File: src/rtl/ttrigger_pkg.sv
// Shared constants for the ttrigger T flip-flop bank.
package ttrigger_pkg;

    localparam logic MODE_TOGGLE  = 1'b0;
    localparam logic MODE_COUNTER = 1'b1;

endpackage

File: src/rtl/ttrigger_cell.sv
// One T flip-flop bit: async reset value, then clr > set > load > toggle on each rising T.
module ttrigger_cell #(
    parameter logic RESET_VAL = 1'b0
) (
    input  logic T,
    input  logic rst_n,
    input  logic clr,
    input  logic set,
    input  logic ld,
    input  logic d,
    input  logic tgl,
    output logic Q,
    output logic nQ
);

    logic q_reg;

    always_ff @(posedge T or negedge rst_n) begin
        if (!rst_n) begin
            q_reg <= RESET_VAL;
        end else if (clr) begin
            q_reg <= 1'b0;
        end else if (set) begin
            q_reg <= 1'b1;
        end else if (ld) begin
            q_reg <= d;
        end else if (tgl) begin
            q_reg <= ~q_reg;
        end
    end

    assign Q  = q_reg;
    assign nQ = ~q_reg;

endmodule

File: src/rtl/ttrigger.sv
// Bank of WIDTH T flip-flops: independent toggles, or a synchronous up-counter with rollover pulse.
module ttrigger
    import ttrigger_pkg::*;
#(
    parameter int               WIDTH     = 1,
    parameter logic [WIDTH-1:0] RESET_VAL = '0
) (
    input  logic             T,
    input  logic             rst_n,
    input  logic             en,
    input  logic             mode,
    input  logic [WIDTH-1:0] tog,
    input  logic             sclr,
    input  logic             sset,
    input  logic             load,
    input  logic [WIDTH-1:0] d,
    output logic [WIDTH-1:0] Q,
    output logic [WIDTH-1:0] nQ,
    output logic             wrap
);

    logic [WIDTH-1:0] carry;
    logic [WIDTH-1:0] tgl_bit;
    logic             wrap_reg;
    logic             wrap_next;

    genvar gi;
    generate
        for (gi = 0; gi < WIDTH; gi++) begin : g_bit
            // In counter mode a bit may only flip once every lower bit is 1.
            if (gi == 0) begin : g_lsb
                assign carry[gi] = 1'b1;
            end else begin : g_upper
                assign carry[gi] = &Q[gi-1:0];
            end

            assign tgl_bit[gi] = en & tog[gi] & ((mode == MODE_TOGGLE) | carry[gi]);

            ttrigger_cell #(
                .RESET_VAL (RESET_VAL[gi])
            ) u_cell (
                .T     (T),
                .rst_n (rst_n),
                .clr   (sclr),
                .set   (sset),
                .ld    (load),
                .d     (d[gi]),
                .tgl   (tgl_bit[gi]),
                .Q     (Q[gi]),
                .nQ    (nQ[gi])
            );
        end
    endgenerate

    // Rollover: all ones moving to all zeros through counting alone.
    assign wrap_next = en & (mode == MODE_COUNTER) & ~(sclr | sset | load)
                     & (&Q) & ~(|(Q ^ tgl_bit));

    always_ff @(posedge T or negedge rst_n) begin
        if (!rst_n) begin
            wrap_reg <= 1'b0;
        end else begin
            wrap_reg <= wrap_next;
        end
    end

    assign wrap = wrap_reg;

endmodule

File: config.mk
export PLATFORM = sky130hd
export DESIGN_NAME = ttrigger
export DESIGN_NICKNAME = d
export VERILOG_FILES = /design/src/rtl/ttrigger_pkg.sv /design/src/rtl/ttrigger_cell.sv /design/src/rtl/ttrigger.sv
export SDC_FILE = /design/constraint.sdc
export NUM_CORES = 1
export LEC_CHECK = 0
export ABC_AREA = 1
export CELL_PAD_IN_SITES_DETAIL_PLACEMENT = 0
export CELL_PAD_IN_SITES_GLOBAL_PLACEMENT = 2
export CORE_AREA = 2 2 39 41
export CTS_CLUSTER_DIAMETER = 100
export DETAILED_ROUTE_END_ITERATION = 10
export DIE_AREA = 0 0 41 43
export DONT_BUFFER_PORTS = 1
export HOLD_SLACK_MARGIN = 0.02
export MAX_ROUTING_LAYER = met4
export PLACE_DENSITY_LB_ADDON = 0.1
export SLEW_MARGIN = 10
export SYNTH_ARGS = -nofsm -noshare
export SYNTH_HDL_FRONTEND = slang
export SYNTH_HIERARCHICAL = 1
export SYNTH_SLANG_ARGS = --single-unit
File: constraint.sdc
create_clock -name T -period 1.3 [get_ports T]
set_clock_uncertainty 0.2 [all_clocks]
set_input_delay 0.26 -clock T [delete_from_list [all_inputs] [get_ports T]]
set_output_delay 0.26 -clock T [all_outputs]
set_load 0.01 [all_outputs]
==> flow_summary_export.csv <==
group,metric,value,unit
global_routing,grt_antenna_before_repair,0,
clock_network,clock_path_buffers,2,
die,die_h,43,um
routing,remaining_drc_errors,0,
clock_network,cts_tree,"built",
cells_and_area,design_area,235,um^2
worst_setup_path,endpoint_kind,"primary output",
pwr,leakage,0.125,nW
cells_and_area,antenna_cells,0,
worst_setup_path,startpoint_type,"flop",
clock_network,holdBufCountCts,4,
place,port-buffer-count,0,
yosys,synthesis.nets,34,
place,place_ws,152,ps
die,io_pins,12,
global_routing,grt_max_degree,5,
routing,vias_per_cell,3.27,
cells_and_area,drive_above_1_share,0.219,
worst_setup_path,worst_path_largest_cell_delay,430,ps
global_routing,grt_overflow,0,
global_routing,track_usage,0.0493,
die,initial_core_util,0.110,
cells_and_area,final_nets,43,
routing,drt-total-wl,365,um
timing,worst_hold_slack,21.7,ps
timing,hold_viol,0,
clock_network,cts_root_buffer,"clkbuf_4",
timing,max_freq,799,MHz
worst_setup_path,crit_fanout,4,
routing,routedWlPerCell,7.60,um
timing,worstMarginPinSlew,190,ps
routing,vias,157,
global_routing,grt_pass1_vias,152,
pwr,ir_drop,344,uV
clock_network,h-tree-depth,1,
yosys,yosysSeqAreaShare,0.328,
die,die_area,0.00176,mm^2
timing,finalSetupViolations,0,
timing,setup_tns,0,ps
timing,fin_crit_sh,0.963,
worst_setup_path,required,840,ps
pwr,power_density,1020,mW/mm^2
worst_setup_path,crit_arrival,790,ps
yosys,syn_avg_cell_area,6.11,um^2
die,die_w,41,um
routing,drt_iter0_drc,0,
clock_network,cts_buffers,3,
worst_setup_path,path_class,"flop to primary output",
job,cap_violations,0,
outcome,status,"complete, no violations",
hold_path,min_path_type,"input pin to flop",
clock_network,postCtsResizedCells,0,
yosys,synth_area_leaders,"dfrtp_1, nand2_1, inv_1",
yosys,synthFlopType,"dfrtp_1",
clock_network,post_cts_buffers,0,
global_routing,grt_pass1_wl,545,um
yosys,yosys.area.top_type,"dfrtp_1",
place,place.gp.congestion,0.561,
yosys,yosysTopAreaCellShare,0.328,
die,rows,14,
timing,finalWorstSetupSlack,48.5,ps
clock_network,clkSlewWorstSetupHoldPaths,30,ps
place,place_area,173,um^2
yosys,ys_warn_count,6,
yosys,syn_inst,25,
worst_setup_path,worstPathCellList,"inv_1",
yosys,netlist_top_cells_count,"nand2_1, inv_1, nand3_1, nor2_1, dfrtp_1",
timing,slew_violations,0,
timing,grt_setup_unrepaired,"no",
routing,first_pass_iters,1,
yosys,synth_edf_count,0,
yosys,post-synth-top-count-cell,"nand2_1",
timing,period_minus_slack,1250,ps
worst_setup_path,cp_slowest_cell,"dfrtp_1",
routing,ant_nets,0,
die,core,0.00138,mm^2
cells_and_area,area_growth_syn_to_layout,54.1,%
yosys,yosys.cell_types.count,9,
worst_setup_path,path_buf_inv,1,
yosys,ys_seq_elements,2,
clock_network,cts_sinks,2,
worst_setup_path,cpLargestDelayFamily,"flip-flops",
timing,slew-limit-headroom,0.873,
yosys,synthArstFlopShare,1.00,
clock_network,insertion_delay,220,ps
yosys,syn-cell-area,153,um^2
[cell families after synthesis]
family | after synthesis | share of synthesized area
flops | 2 | 0.328
buf+inv | 7 | 0.172
simple gates | 16 | 0.500
[power breakdown]
part	leakage, nW	internal (mW)	switching (mW)
sequential	0.0263	0.0657	0.00474
combinational	0.0853	0.0173	0.0187
clock	0.0138	0.102	0.0327
total	0.125	0.185	0.0561
[through the flow]
stage	std cells	power, mW	utilization
floorplan	25	0.0912	-
global placement	41	0.0968	0.125
detailed placement	41	0.0966	0.125
CTS	48	0.250	0.170
global route	48	0.261	0.170
finish	48	0.241	0.170
[worst paths after layout]
check	start	end	slack [ps]	depth (start not counted)
max	g_bit[0].u_cell/Q	nQ	50	1
min	sclr	g_bit[0].u_cell/Q	20	3
max reg2reg	g_bit[0].u_cell/Q	g_bit[0].u_cell/Q	190	5
min reg2reg	g_bit[0].u_cell/Q	g_bit[0].u_cell/Q	430	2
max in group asynchronous	rst_n	wrap	710	1
min in group asynchronous	rst_n	g_bit[0].u_cell/Q	70	1
[final cells by class]
type                    instances  area [um^2]
clock buffers                   3         22.5
multi-input cells              16         76.3
fillers                       175         1150
repair buffers                  4         40.0
well taps                      16         20.0
inverters                       7         26.3
flip-flops and latches          2         50.0
[layer usage]
layer,share of wire,track usage,vias up
met5,0,-,-
met4,0,0.0200,0
met3,0.066,0.0314,0
met2,0.50,0.0688,6
met1,0.44,0.0545,66
li1,-,-,85
[placed cells by master (no fill, tap or decap)]
master | synthesis | routed
nor2_1 | 3 | 3
clkbuf_4 | 0 | 3
nand2_1 | 7 | 7
inv_2 | 1 | 1
nor2_4 | 1 | 1
inv_1 | 6 | 6
nand2_2 | 1 | 1
dlygate4sd3_1 | 0 | 4
dfrtp_1 | 2 | 2
nand3_1 | 3 | 3
nor2_2 | 1 | 1
Note: power is estimated with default switching activity, not from simulation.
